**src/rtl/csr_access_unit.sv**
```systemverilog
// csr_access_unit
//   Initiator side of the CSR access interface. Takes one decoded
//   SYSTEM/Zicsr instruction at a time, drives a single CSR access
//   (number / access_type / in) into the CSR register file, captures the
//   pre-write CSR value and returns it with rd through a valid/ready response.
//   Sequence per instruction: IDLE (accept) -> ACCESS (one cycle) -> RESPOND.
//
// Ports
//   clk, reset          clock, asynchronous active-high reset
//   req_valid/req_ready request handshake
//   req_instr           full RV32 instruction word
//   req_rs1_value       value of register rs1
//   csr_number          CSR address to the register file
//   csr_access_type     READ_ONLY / WRITE / SET / CLEAR strobe encoding
//   csr_in              write operand to the register file
//   csr_out             combinational read data from the register file
//   rsp_valid/rsp_ready response handshake
//   rsp_rd, rsp_data    destination register and old CSR value
//   rsp_illegal         illegal-instruction indication
//
// Parameters
//   RSP_DATA_ON_ILLEGAL value returned on rsp_data when rsp_illegal=1
//
// Optional build macro
//   CSR_UNIMPL_TRAP_EN  when defined, any CSR number outside the implemented
//                       set is illegal for both read and write.
//
// access_type encoding (matches csr_register.h):
//   00 READ_ONLY, 01 WRITE, 10 SET, 11 CLEAR

module csr_access_unit #(
  parameter logic [31:0] RSP_DATA_ON_ILLEGAL = 32'h0
) (
  input  logic        clk,
  input  logic        reset,
  input  logic        req_valid,
  output logic        req_ready,
  input  logic [31:0] req_instr,
  input  logic [31:0] req_rs1_value,
  output logic [11:0] csr_number,
  output logic [1:0]  csr_access_type,
  output logic [31:0] csr_in,
  input  logic [31:0] csr_out,
  output logic        rsp_valid,
  input  logic        rsp_ready,
  output logic [4:0]  rsp_rd,
  output logic [31:0] rsp_data,
  output logic        rsp_illegal
);

  localparam logic [1:0] CSR_READ_ONLY = 2'b00;
  localparam logic [1:0] CSR_WRITE     = 2'b01;
  localparam logic [1:0] CSR_SET       = 2'b10;
  localparam logic [1:0] CSR_CLEAR     = 2'b11;

  localparam logic [6:0] OPCODE_SYSTEM = 7'b1110011;

  typedef enum logic [1:0] {
    IDLE,
    ACCESS,
    RESPOND
  } state_t;

  state_t      state;
  logic [6:0]  opcode_q;
  logic [1:0]  kind_q;     // funct3[1:0]: 01 write, 10 set, 11 clear, 00 invalid
  logic [4:0]  rs1_q;

  logic [1:0]  raw_type;
  logic        illegal;
  logic        implemented;

  // Requested operation before the legality check. Set/clear with rs1
  // field zero is a pure read and never counts as a write attempt.
  always_comb begin
    raw_type = CSR_READ_ONLY;
    case (kind_q)
      2'b01:   raw_type = CSR_WRITE;
      2'b10:   raw_type = (rs1_q == '0) ? CSR_READ_ONLY : CSR_SET;
      2'b11:   raw_type = (rs1_q == '0) ? CSR_READ_ONLY : CSR_CLEAR;
      default: raw_type = CSR_READ_ONLY;
    endcase
  end

  always_comb begin
    implemented = 1'b0;
    case (csr_number)
      12'h300, 12'h301, 12'h304, 12'h305, 12'h341,
      12'hF11, 12'hF12, 12'hF13, 12'hF14: implemented = 1'b1;
      default:                            implemented = 1'b0;
    endcase
  end

  always_comb begin
    illegal = (opcode_q != OPCODE_SYSTEM)
           || (kind_q == 2'b00)
           || ((raw_type != CSR_READ_ONLY) && (csr_number[11:10] == 2'b11));
`ifdef CSR_UNIMPL_TRAP_EN
    if (!implemented) illegal = 1'b1;
`else
    if (implemented) illegal = illegal;
`endif
  end

  // Decoded from state, not registered, so a reset during ACCESS removes
  // the write strobe before the register file's commit edge.
  always_comb begin
    csr_access_type = CSR_READ_ONLY;
    if (state == ACCESS && !illegal) csr_access_type = raw_type;
  end

  always_ff @(posedge clk or posedge reset) begin
    if (reset) begin
      state       <= IDLE;
      req_ready   <= 1'b1;
      rsp_valid   <= 1'b0;
      rsp_rd      <= '0;
      rsp_data    <= '0;
      rsp_illegal <= 1'b0;
      csr_number  <= '0;
      csr_in      <= '0;
      opcode_q    <= '0;
      kind_q      <= '0;
      rs1_q       <= '0;
    end else begin
      case (state)
        IDLE: begin
          if (req_valid) begin
            csr_number <= req_instr[31:20];
            rs1_q      <= req_instr[19:15];
            kind_q     <= req_instr[13:12];
            rsp_rd     <= req_instr[11:7];
            opcode_q   <= req_instr[6:0];
            // funct3[2] selects the immediate (zimm) form of the operand
            csr_in     <= req_instr[14] ? {27'b0, req_instr[19:15]} : req_rs1_value;
            req_ready  <= 1'b0;
            state      <= ACCESS;
          end
        end
        ACCESS: begin
          rsp_data    <= illegal ? RSP_DATA_ON_ILLEGAL : csr_out;
          rsp_illegal <= illegal;
          rsp_valid   <= 1'b1;
          state       <= RESPOND;
        end
        RESPOND: begin
          if (rsp_ready) begin
            rsp_valid <= 1'b0;
            req_ready <= 1'b1;
            state     <= IDLE;
          end
        end
        default: begin
          rsp_valid <= 1'b0;
          req_ready <= 1'b1;
          state     <= IDLE;
        end
      endcase
    end
  end

endmodule
```
**config.mk**
```make
export PLATFORM = sky130hd
export DESIGN_NAME = csr_access_unit
export DESIGN_NICKNAME = d
export VERILOG_FILES = /design/src/rtl/csr_access_unit.sv
export SDC_FILE = /design/constraint.sdc
export NUM_CORES = 1
export LEC_CHECK = 0
export ABC_CLOCK_PERIOD_IN_PS = 3800
export BUFFER_PORTS_ARGS = -buffer_cell sky130_fd_sc_hd__buf_4
export CORE_ASPECT_RATIO = 1.25
export CORE_MARGIN = 1.5
export CORE_UTILIZATION = 40
export CTS_CLUSTER_SIZE = 8
export DETAILED_ROUTE_END_ITERATION = 10
export PLACE_DENSITY = 0.7
export SYNTH_ARGS = -nofsm -noshare
export SYNTH_HDL_FRONTEND = slang
export SYNTH_SLANG_ARGS = --single-unit
```
**constraint.sdc**
```tcl
create_clock -name clk -period 3.8 [get_ports clk]
set_input_delay 0.38 -clock clk [delete_from_list [all_inputs] [get_ports clk]]
set_output_delay 0.38 -clock clk [all_outputs]
set_load 0.01 [all_outputs]
```
After elaboration in Yosys (flattened, before gate mapping)
Index checks and enable logic that the tools add are counted.
{ "word_totals": {"out_inout_bits": 86, "regBits": 100} }
{ "classes": {"bitwise_logic": 2, "muxes": 14, "n_reduce_logical": 13, "eq_ne": 9} }
{ "ops": {"columns": ["cell", "count"], "rows": [
  ["$mux 32", 2],
  ["$pmux 2 s3", 2],
  ["$mux 2", 5],
  ["$eq 2x2->1 const B", 4],
  ["$ne 7x7->1 const B", 1],
  ["$pmux 1 s3", 2],
  ["$reduce_and 2->1", 3],
  ["$logic_not 5->1", 1],
  ["$eq 2x1->1 const B", 2],
  ["$logic_not 2->1", 2],
  ["$ne 2x2->1 const B", 2],
  ["$mux 1", 3],
  ["$reduce_and 3->1", 1],
  ["$logic_and 1x1->1", 2],
  ["$logic_or 1x1->1", 2],
  ["$not 1->1", 2],
  ["$reduce_bool 2->1", 1],
  ["$logic_not 1->1", 1]
]} }

Longest topological paths before layout
Gate-level depths: netlist of the first run.
{ "depth": {"depth_word": 9, "depth_mapped": 7, "depth_no_buf": 4} }

Worst setup path after synthesis of the first run
OpenSTA, ideal clock, no wires.
{ "synth_timing": {"path_type": "reg-to-output", "startpoint": "register rs1_q[1]", "endpoint": "output csr_access_type[0]", "path_slack_ns": 1.631, "stages_incl_launch_ff": 5, "required_ns": 3.420, "arrival_ns": 1.789, "path_buffers": 1, "cell_sequence": "dfrtp_1 > or4b_1 > o311a_1 > buf_6 > nor4_1"} }
{ "synth_between": {"elab_chain_len": 9, "word_cells_on_any_way": 10, "cone_classes": "4 x mux; 6 x reduce/logical"} }
{ "synth_rtl": {"columns": ["element", "line_no", "rtl"], "rows": [
  ["start: declaration", "67", "logic [4:0] rs1_q;"],
  ["start signal: assignment", "130", "rs1_q <= req_instr[19:15];"],
  ["$logic_not 5->1 (*)", "79, 80", null],
  ["$mux 2, on equally long branches", "80, 79", null],
  ["$pmux 2 s3 (*)", "77", "case (kind_q)"],
  ["$reduce_bool 2->1", "97", "|| ((raw_type != CSR_READ_ONLY) && (csr_number[11:10] == 2'b11));"],
  ["$logic_and 1x1->1", "97", null],
  ["$logic_or 1x1->1", "97", null],
  ["$logic_not 1->1", "109", "if (state == ACCESS && !illegal) csr_access_type = raw_type;"],
  ["$logic_and 1x1->1", "109", null],
  ["$mux 2 (*)", "109", null],
  ["end: declaration", "41", "output logic [1:0] csr_access_type,"]
]} }
Mark *: on every way between the ends. The rest lies on a longest branch, timed or not.

Worst setup path after layout of the first run
Same ends and word-level chain as after synthesis.

==> impl_results.md, run 1 <==
* RSZ-0062 raised after global routing: false
* PortBufs at 185
* Tot GR Track Use at 19.87%
* Share of cells above drive strength 1 at 38.93%
* Pre-CTS WS at 1.178 ns
* DRT iter0 DRCs at 126
* Total grt overflow at 0
* CTS Hold Bufs at 0
* Router iterations before antenna repair at 4
* Seq pwr share at 42.2%
* Drt drc at 0
* H-tree depth at 3
* Synth top area cells: dfrtp_1 (57%), nand2_1 (19%), o31ai_2 (8.7%), nand3b_1 (4.7%), clkbuf_1 (2.3%)
* Combinational share of power at 33.9%
* Antenna-violating nets left at 0
* GP Congestion at 0.7325
* Switching power at 1.312 mW
* Final slew viol count at 0
* Post-CTS resize count at 0
* Final WS setup at 0.8018 ns
* Final worst-path cycle share at 78.90%
* Vias post-DR at 3646
* CTS sink count at 100
* CTS root buffer: clkbuf_16
* DR WL/cell at 14.38 um
* Final hold viol count at 0
* Pleak at 3.133 nW
* Cell Area, Synth at 0.004309 mm2
* Inserted Diodes at 0
* F_max at 333.5 MHz
* Initial Util at 40.80%
* Cts bufs inserted at 9
* Clk buf depth at 2
* Die W at 95.84 um
* Worst slew margin at 18.15%
* Chip Height at 119.0 um
* Synth top area share at 57.49%
* Clk pwr share at 23.9%
* Synth Area per Inst at 9.749 um2
* Layout Area Growth over Synthesis at 39.72%
* CP Capture Type: primary output
* Post-layout nets at 709
* Crit path kind: reg -> out
* Detail Placement HPWL at 7.551 mm
* Largest net degree at the start of global routing at 79
* Setup bufs post-CTS at 0
* Final setup vio count at 0
* Final worst path period need at 2.998 ns
* Pwr dens at 629.2 mW/mm2
* Reg clk slew, reported paths at 0.07 ns
* Post-layout util at 57.00%
* CP max-delay cell: o311a_2
* Sw Ratio at 34.63%
* Worst setup SP type: flip-flop
* Worst Path Arrival at 2.62 ns
* Overall routed net length at 10.73 mm
* Vias in the first global route at 3797
* Worst-margin pin slew at 1.228 ns
* Core area at 0.01056 mm2
* Unique cell type count in the Yosys netlist at 29
* CP cell instances: or4b_1 -> o311a_2 -> nor4_1 -> buf_4
* Hold crit path type: in -> reg
* Seq/Total Area, Yosys at 58.10%
* Internal Power at 2.476 mW
* Row Count at 42
* First-pass GRT wire length at 17.55 mm
* Die footprint at 0.01141 mm2
* TNS Setup at 0 ns
* Max VDD drop at 0.3034 mV
* CP max FO at 35
* Total of max-cap violations at 0
* Syn nets at 542
* Clk_skew at 0.006197 ns
* Status: complete, no violations
* Clk_lat worst skew at 0.34 ns
* CTS tree: done
* Drt via density at 4.887
* # IOs at 186
* Syn. warnings at 0
* Initial antenna violation count at 0
* Post-Synthesis Cells at 442
* Leading area contributor after synthesis: dfrtp_1
* Register bit total from synthesis at 100
* Critical Path RT at 3.42 ns
* Crit-path max cell delay at 0.70 ns
-- cells by family (layout without fill, tap and decap cells) --
| family | after synthesis | in the layout | share of synthesized area (%) |
|---|---|---|---|
| buffers and inverters | 35 | 207 | 4.065 |
| DFF | 100 | 100 | 58.10 |
| AOI/OAI and AO/OA | 45 | 45 | 11.09 |
| muxes | 5 | 5 | 1.161 |
| and+or+nand+nor | 257 | 257 | 25.58 |
-- power by group through the flow --
stage / logic [mW] / registers [mW] / clock network, mW
floorplan: 0.617 / 1.71 / 0
global placement: 1.28 / 1.60 / 0
detailed placement: 1.31 / 1.62 / 0
CTS: 1.31 / 1.60 / 0.932
global route: 1.44 / 1.65 / 0.976
finish: 1.28 / 1.60 / 0.905
-- synthesized netlist by cell type --
library cell,n
nor4bb_1,1
o21ai_0,6
buf_2,2
o211ai_1,1
or3b_2,1
o31ai_1,3
buf_8,3
inv_1,2
inv_2,1
dfstp_2,1
mux2i_1,5
nand3b_1,27
nor2_1,2
o311a_1,1
or4_2,1
nand2b_1,1
o22a_1,2
or4b_1,1
nand2_1,218
clkbuf_1,26
nand3_1,1
and3_1,1
o31ai_2,30
a21oi_1,1
nor2b_1,1
buf_6,1
nor4_1,2
dfrtp_1,99
o32a_1,1
-- sequential cells by signal, summed over array words and instances, names as in the netlist --
signal and count:
rsp_valid 1, csr_in 32, rsp_illegal 1, state 2, opcode_q 7, rsp_rd 5, req_ready 1, rsp_data 32
csr_number 12, rs1_q 5, kind_q 2
-- per-stage QoR --
stage	total power, mW	hold slack (ns)	cell area, um2	std cells
floorplan	2.324	0.4369	4309	442
global placement	2.885	0.4519	5725	730
detailed placement	2.928	0.4577	5725	730
CTS	3.846	0.2156	6021	746
global route	4.063	0.2215	6021	746
finish	3.788	0.2236	6021	746
-- cell type report --
type | count | area [um2]
inverters | 3 | 13.76
fillers | 957 | 4542
clock buffers | 11 | 242.7
clock inverters | 5 | 52.55
multi-input cells | 307 | 1632
well taps | 132 | 165.2
flip-flops and latches | 100 | 2504
repair buffers | 188 | 1411
-- layout by cell type (no fill, tap or decap) --
cell          n
nand2_1     218
buf_4       188
dfrtp_1      99
o31ai_2      30
nand3b_1     27
clkbuf_16     9
o21ai_0       6
mux2i_1       5
o31ai_1       3
clkinv_2      3
nor4_1        2
nor2_1        2
o22a_1        2
or3b_2        1
inv_2         1
or4b_1        1
o311a_2       1
nor2b_1       1
nor4bb_1      1
o211ai_1      1
and3_1        1
nand2b_1      1
nand3_1       1
or4_2         1
inv_4         1
o32a_1        1
inv_1         1
a21oi_1       1
clkbuf_8      1
bufinv_16     1
clkinvlp_4    1
clkbuf_1      1
dfstp_2       1
-- layer usage --
layer  up-vias  track usage [%]  wire length [um]
met1      1715            24.41              4525
li1       1773                -                 -
met4         0            7.537               203
met2       144            31.95              5035
met5         -                0                 0
met3        14            6.577               962
-- worst paths after layout --
| kind | cells after the start | end | slack, ns | start |
|---|---|---|---|---|
| worst max-delay path | 4 | csr_access_type[0] | 0.80 | rs1_q[1]$_DFFE_PP0P_ |
| worst min-delay path | 3 | csr_number[9]$_DFFE_PP0P_ | 0.22 | req_instr[29] |
| worst max register to register | 5 | csr_in[16]$_DFFE_PP0P_ | 1.38 | state[0]$_DFFE_PP0P_ |
| worst min register to register | 2 | csr_in[18]$_DFFE_PP0P_ | 0.47 | csr_in[18]$_DFFE_PP0P_ |
| max in group asynchronous | 3 | req_ready$_DFFE_PP1P_ | 2.59 | reset |
| min in group asynchronous | 2 | csr_number[2]$_DFFE_PP0P_ | 0.24 | reset |
-- critical path, delay by kind of cell, from the launching register on --
kind | cells | cell delay (ns)
AO/OA/AOI/OAI | 1 | 0.70
buffers and inverters | 1 | 0.19
flip-flops | 1 | 0.38
AND/OR/NAND/NOR | 2 | 1.00
Note: power is estimated with default switching activity, not from simulation.
==> run 2: changes to the inputs <==
Settings changed: ABC_CLOCK_PERIOD_IN_PS 3800 to 2900.
Clock period 3.8 ns to 2.9 ns, I/O delays scaled along.
==> run 2 against run 1 <==
Against the previous run: clock skew rose by 0.0045 ns; hold slack got worse by 0.098 ns; critical path type unchanged; utilization rose by 0.33 points; critical endpoint unchanged; largest cell class unchanged.
==> impl_results.md, run 2 (synthesized netlist as in run 1, its figures left out) <==
* Worst Path Arrival at 2.28 ns (-0.34 ns)
* GP Congestion at 0.7378 (+0.72%)
* Post-layout util at 57.33% (+0.33 points)
* Setup bufs post-CTS at 0 (unchanged)
* Vias in the first global route at 3684 (-3.0%)
* CP Capture Type: primary output
* Final slew viol count at 0 (unchanged)
* CTS tree: done
* Final hold viol count at 0 (unchanged)
* Crit path from: rs1_q[1]$_DFFE_PP0P_
* RSZ-0062 raised after global routing: false
* Registers with the most flip-flops: csr_in (32), rsp_data (32), csr_number (12)
* Drt via density at 4.864 (-0.47%)
* Initial antenna violation count at 0 (unchanged)
* Inst Count DP at 736 (+0.82%)
* Pleak at 3.151 nW (+0.60%)
* Die footprint at 0.01141 mm2 (unchanged)
* Cts bufs inserted at 9 (unchanged)
* Critical Path RT at 2.61 ns (-0.81 ns)
* Row Count at 42 (unchanged)
* Overall routed net length at 10.83 mm (+0.95%)
* Crit path kind: reg -> out
* Worst r2r src: rs1_q[1]$_DFFE_PP0P_
* Final worst path period need at 2.567 ns
* CP max FO at 5 (-86%)
* Final WS setup at 0.3333 ns (-0.4685 ns)
* Status: complete, no violations
* Power, Total at 4.956 mW (+31%)
* Met2 usage at 30.90% (-1.1 points)
* Worst r2r dst: rsp_illegal$_DFFE_PP0P_
* DRT iter0 DRCs at 147 (+17%)
* Post-DP Area at 0.005772 mm2 (+0.81%)
* CTS Hold Bufs at 0 (unchanged)
* Worst-margin pin slew at 0.6943 ns (-0.5334 ns)
* Largest net degree at the start of global routing at 69 (-13%)
* Total grt overflow at 0 (unchanged)
* Post-layout nets at 715 (+0.85%)
* Met1 usage at 25.86% (+1.4 points)
* H-tree depth at 3 (unchanged)
* DR WL/cell at 14.40 um (+0.15%)
* Most frequent cells in the layout: nand2_1 (218), buf_4 (194), dfrtp_1 (99)
* CP Capture Point: csr_access_type[0]
* Detail Placement HPWL at 7.805 mm (+3.4%)
* Clk_skew at 0.01068 ns (+0.004480 ns)
* Worst slew margin at 53.71% (+36 points)
* Most common cell after layout, fill and taps aside: nand2_1
* CTS sink count at 100 (unchanged)
* PortBufs at 185 (unchanged)
* Final worst-path cycle share at 88.51%
* First-pass GRT wire length at 17.56 mm (about the same)
* Die W at 95.84 um (unchanged)
* Chip Height at 119.0 um (unchanged)
* CTS root buffer: clkbuf_16
* TNS Setup at 0 ns (unchanged)
* Met3 Track Usage GR at 5.364% (-1.2 points)
* Worst setup SP type: flip-flop
* Layout Area Growth over Synthesis at 40.53%
* Reg2Reg Depth at 4 (-1)
* Hold crit path type: in -> async
* Pre-CTS WS at 0.7200 ns (-0.4584 ns)
* Layout Cells excl Fill at 752 (+0.80%)
* Busiest layer in global routing: met2
* Worst hold margin at 0.1258 ns (-0.09776 ns)
* Total of max-cap violations at 0 (unchanged)
* Design area at 0.006056 mm2 (+0.58%)
* Core area at 0.01056 mm2 (unchanged)
* Pwr dens at 818.4 mW/mm2 (+30%)
* Final setup vio count at 0 (unchanged)
* Vias post-DR at 3658 (+0.33%)
* Max VDD drop at 0.3938 mV (+30%)
* Initial Util at 40.80% (unchanged)
* Antenna-violating nets left at 0 (unchanged)
* Clk_lat worst skew at 0.34 ns (about the same)
* Inserted Diodes at 0 (unchanged)
* Post-CTS resize count at 0 (unchanged)
* R2R setup slack at 0.75 ns (-0.63 ns)
* F_max at 389.6 MHz
* # IOs at 186 (unchanged)
* Router iterations before antenna repair at 5 (+1)
* Tot GR Track Use at 19.58% (-0.28 points)
* Drt drc at 0 (unchanged)
* Reg clk slew, reported paths at 0.07 ns (about the same)
* Share of cells above drive strength 1 at 39.68% (+0.75 points)
* Clk buf depth at 2 (unchanged)
## run 2: worst min-delay path by stage
stage	start	slack, ns	depth (start not counted)	end
floorplan	req_instr[20]	0.40	2	csr_number[0]$_DFFE_PP0P_
global placement	csr_in[21]$_DFFE_PP0P_	0.45	2	csr_in[21]$_DFFE_PP0P_
detailed placement	opcode_q[5]$_DFFE_PP0P_	0.46	2	opcode_q[5]$_DFFE_PP0P_
CTS	req_instr[21]	0.13	3	csr_number[1]$_DFFE_PP0P_
global route	req_instr[10]	0.13	3	rsp_rd[3]$_DFFE_PP0P_
finish	reset	0.13	3	csr_number[4]$_DFFE_PP0P_
## run 2: cell type report
class | instances | area [um2]
Clock buffer | 9 | 225.2
Clock inverter | 7 | 58.81
Fill cell | 955 | 4507
Inverter | 3 | 15.01
Multi-Input combinational cell | 307 | 1632
Sequential cell | 100 | 2504
Tap cell | 132 | 165.2
Timing Repair Buffer | 194 | 1456
## run 2: per-layer routing
layer  up-vias  wire (um)  share of wire [%]
met1      1728       4569                 42
li1       1784          -                  -
met5         -          0                  0
met4         0        112                1.0
met3         9        953                8.8
met2       137       5193                 48
## run 2: power breakdown
part	switching, mW	internal, mW
clock network	0.546	0.596
logic	0.950	0.750
registers	0.283	1.83
total	1.78	3.18
## run 2: worst max-delay path: stages (launching register included)
cell	delay, ns
dfrtp_1	0.40
or4b_1	0.55
o311a_2	0.40
nor4_1	0.40
buf_4	0.20
